--- src/rtl/ifu_ysyx.sv ---
// Instruction fetch unit: owns the architectural PC, fetches over a valid/ready
// memory port, hands {inst, inst_pc, fetch_err} to decode and waits for commit.
module ifu_ysyx #(
    parameter logic [31:0] RESET_PC = 32'h8000_0000
) (
    input  logic        clk,
    input  logic        rst,
    input  logic [31:0] next_pc,
    input  logic        pc_update,
    output logic [31:0] pc,
    output logic        imem_req_valid,
    input  logic        imem_req_ready,
    output logic [31:0] imem_addr,
    input  logic        imem_rsp_valid,
    input  logic [31:0] imem_rsp_data,
    input  logic        imem_rsp_err,
    output logic        inst_valid,
    input  logic        inst_ready,
    output logic [31:0] inst,
    output logic [31:0] inst_pc,
    output logic        fetch_err,
    output logic [31:0] inst_cnt
);

    typedef enum logic [2:0] {
        BOOT,
        REQ,
        WAIT,
        HOLD,
        EXEC
    } state_t;

    state_t state;

    logic pc_misaligned;
    assign pc_misaligned = (pc[1:0] != 2'b00);

    // NOTE: all state is updated with non-blocking assignments so every
    // register samples the pre-edge values of its neighbours.
    always_ff @(posedge clk or posedge rst) begin
        if (rst) begin
            state     <= BOOT;
            pc        <= RESET_PC;
            inst      <= '0;
            inst_pc   <= '0;
            fetch_err <= 1'b0;
            inst_cnt  <= '0;
        end else begin
            case (state)
                BOOT: state <= REQ;
                REQ: begin
                    // A misaligned PC never reaches memory; decode sees a faulting slot.
                    if (pc_misaligned) begin
                        inst      <= '0;
                        fetch_err <= 1'b1;
                        inst_pc   <= pc;
                        state     <= HOLD;
                    end else if (imem_req_ready) begin
                        inst_pc <= pc;
                        state   <= WAIT;
                    end
                end
                WAIT: begin
                    if (imem_rsp_valid) begin
                        inst      <= imem_rsp_data;
                        fetch_err <= imem_rsp_err;
                        state     <= HOLD;
                    end
                end
                HOLD: begin
                    if (inst_ready) begin
                        inst_cnt <= inst_cnt + 32'd1;
                        state    <= EXEC;
                    end
                end
                EXEC: begin
                    if (pc_update) begin
                        pc    <= next_pc;
                        state <= REQ;
                    end
                end
                default: state <= BOOT;
            endcase
        end
    end

    // Handshake valids depend only on registered state, never on inputs.
    assign imem_req_valid = (state == REQ) && !pc_misaligned;
    assign imem_addr      = pc;
    assign inst_valid     = (state == HOLD);

endmodule

--- config.mk ---
export PLATFORM = sky130hd
export DESIGN_NAME = ifu_ysyx
export DESIGN_NICKNAME = d
export VERILOG_FILES = /design/src/rtl/ifu_ysyx.sv
export SDC_FILE = /design/constraint.sdc
export NUM_CORES = 1
export LEC_CHECK = 0
export CAP_MARGIN = 20
export CORE_MARGIN = 3
export CORE_UTILIZATION = 25
export DETAILED_ROUTE_END_ITERATION = 10
export PLACE_DENSITY = 0.49
export SETUP_SLACK_MARGIN = 0.5
export SLEW_MARGIN = 30
export SYNTH_ARGS = -nofsm -noshare
export SYNTH_HDL_FRONTEND = slang
export SYNTH_SLANG_ARGS = --single-unit
--- constraint.sdc ---
create_clock -name clk -period 4.8 [get_ports clk]
set_input_delay 0.96 -clock clk [delete_from_list [all_inputs] [get_ports clk]]
set_output_delay 0.96 -clock clk [all_outputs]
set_load 0.05 [all_outputs]
==> results.ini <==
[cts]
postCtsHoldBufs=0
cts.htree.levels=4
clkTransAtPathRegs_ns=0.06
cts_repair_resize_count=0
postCtsSetupRepairBufs=0
cts_tree=yes
clockBufferDepth=2
clock_sinks=132
root_buffer=clkbuf_16
cts_inserted_buffers=17
clk_latency_ns=0.41

[yosys]
ys_types=39
netlist_area_um2=5762
ys_seq_area_share_pct=57.35
synth_top_area_cell=dfrtp_1
synth_most_common_cell=dfrtp_1
synth_cells=463
ys.flop_type=dfrtp_1
synth_area_leaders=dfrtp_1, mux2_2, mux2i_1, buf_4, xnor2_1
synth_edf_count=0
yosysWarnings=0
ys_ff_latch=132
synth_top_area_share_pct=56.89
syn_area_per_cell_um2=12.44
syn-num-nets=535
synthTopCellsByCount=dfrtp_1, mux2_2, nand2_1
async_flop_share_pct=100.0

[worst_setup_path]
regToRegSetupSlack_ns=2.61
crit_slowest_cell=clkdlybuf4s50_1
required_ns=3.84
end_kind=output port
rr_worst_depth=4
cp_max_fo=9
r2r_start=state[0]$_DFFE_PP0P_
crit_type=reg -> out
slowest_delay_ns=0.86
crit_path_end=imem_req_valid
r2r-end=inst[15]$_DFFE_PP0P_
cp.arrival_ns=2.42
critPathLaunchType=flop
crit_chain=inv_1 -> and3_1 -> nor3b_1 -> clkdlybuf4s50_1
critical_path.startpoint=state[2]$_DFFE_PP0P_

[status]
status=finished clean

[floorplanning]
core_um2=22230
io_pins=234
dieWidth_um=157.8
die_y_um=157.8
num_rows=54
initial_core_util_pct=25.92
dieArea_um2=24900

[power]
power_density_nw_per_um2=803.3
irDropWorstVdd_v=0.0003714
p_leak_nw=3.652

[placement]
place_hpwl_um=11890
portBuffers=233
dp_cells=935
placed_area_um2=8222
gp_congestion=0.7478

[detailed_routing]
drc=0
avgRoutedWirePerCell_um=16.61
vias=4154
finalWirelength_um=16060
drt_pass1_iterations=6
drt_iter0_drc=125
antenna_left=0
viasPerCell=4.296

[cells_and_area]
num-nets-final=746
final_cell_count_no_fill=967
syn2layout_area_growth_pct=52.79
multi_input_area_um2=2007
layout-drive-gt1-share_pct=16.16
fin_area_um2=8803
antenna_cells=0
area.sequential_um2=3304
n_fill_cell=2125

[global_route]
grt_pass1_wl_um=24860
grt_overflow=0
grt_max_degree=55
antenna_found_initial=0
grt_pass1_vias=4412
track_usage_pct=12.79

[timing]
worstMarginPinSlew_ns=0.7886
slew_viol_final=0
period_minus_slack_ns=3.380
rsz0062_at_grt=no
setup-violations-final=0
fmax_ghz=0.2959
skew_ns=0.009801
slew_headroom_pct=46.99
finalHoldViolCount=0
period_share_pct=70.41
setup_tns_ns=0

[worst_hold_path]
hp-class=reg -> reg

[flow_run]
max_cap_viol_count=0

registers in the layout, summed over array words and instances (netlist names):
signal / cells
inst: 32
fetch_err: 1
imem_addr: 32
inst_pc: 32
inst_cnt: 32
state: 3
stage by stage:
step / hold WS, ns / utilization, % / total power, mW / setup WS [ns]
6_report: 0.4715 / 39.60 / 7.072 / 1.420
3_3_place_gp: 0.4657 / 36.81 / 5.820 / 1.905
2_1_floorplan: 0.5678 / - / 4.654 / 1.892
4_1_cts: 0.4760 / 39.60 / 7.183 / 1.404
3_5_place_dp: 0.4652 / 36.99 / 5.868 / 1.845
5_1_grt: 0.4794 / 39.60 / 7.406 / 1.250
worst max-delay path: cells and delay by family, from the launching register on:
kind                   cells  cell delay (ns)
buffers and inverters      2             1.06
flip-flops                 1             0.51
AND/OR/NAND/NOR            2             0.44
cells in the final DEF (no fill, tap or decap), types with 6 or more instances in the layout:
master,n
nand2_1,46
nand4_1,14
mux2i_1,33
clkdlybuf4s50_1,233
clkbuf_16,17
nand3_1,16
nor2_1,7
dfrtp_1,131
mux2_2,61
clkinvlp_4,6
inv_1,34
xnor2_1,26
report_power, final:
part           switching (mW)  internal, mW  total (mW)
clock                   0.530         0.742        1.27
sequential              0.344          1.52        1.86
combinational            2.56          1.38        3.94
layer usage:
layer / routed length, um / part of all wire (%) / vias up / GRT usage, %
li1: - / - / 1969 / -
met1: 6823 / 42 / 2051 / 15.77
met2: 8075 / 50 / 122 / 21.66
met3: 979 / 6.1 / 12 / 3.581
met4: 186 / 1.2 / 0 / 4.174
met5: 0 / 0 / - / 0
area by class of cell:
| type | count | area share, % |
|---|---|---|
| multi-input combinational | 247 | 22.80 |
| inverter | 36 | 1.578 |
| clock inverter | 14 | 1.620 |
| clock buffer | 18 | 4.989 |
| sequential | 132 | 37.54 |
| tap | 280 | 3.980 |
| timing repair buffer | 240 | 27.50 |
cell families after synthesis:
group,after synthesis,synth area share [%]
compound gates,10,1.173
xor+xnor,31,4.712
fa+ha+maj,1,0.2171
buf+inv,84,8.143
flops,132,57.35
mux,97,18.24
simple gates,108,10.16
worst min-delay path by stage:
stage | from | endpoint | slack, ns | depth (start not counted)
floorplan | state[2]$_DFFE_PP0P_ | state[1]$_DFFE_PP0P_ | 0.57 | 2
global placement | inst_cnt[31]$_DFFE_PP0P_ | inst_cnt[31]$_DFFE_PP0P_ | 0.47 | 1
detailed placement | inst_cnt[31]$_DFFE_PP0P_ | inst_cnt[31]$_DFFE_PP0P_ | 0.47 | 1
CTS | inst_cnt[31]$_DFFE_PP0P_ | inst_cnt[31]$_DFFE_PP0P_ | 0.48 | 1
global route | inst_cnt[31]$_DFFE_PP0P_ | inst_cnt[31]$_DFFE_PP0P_ | 0.48 | 1
finish | inst_cnt[31]$_DFFE_PP0P_ | inst_cnt[31]$_DFFE_PP0P_ | 0.47 | 1
Power figures use the tool's default switching activity.
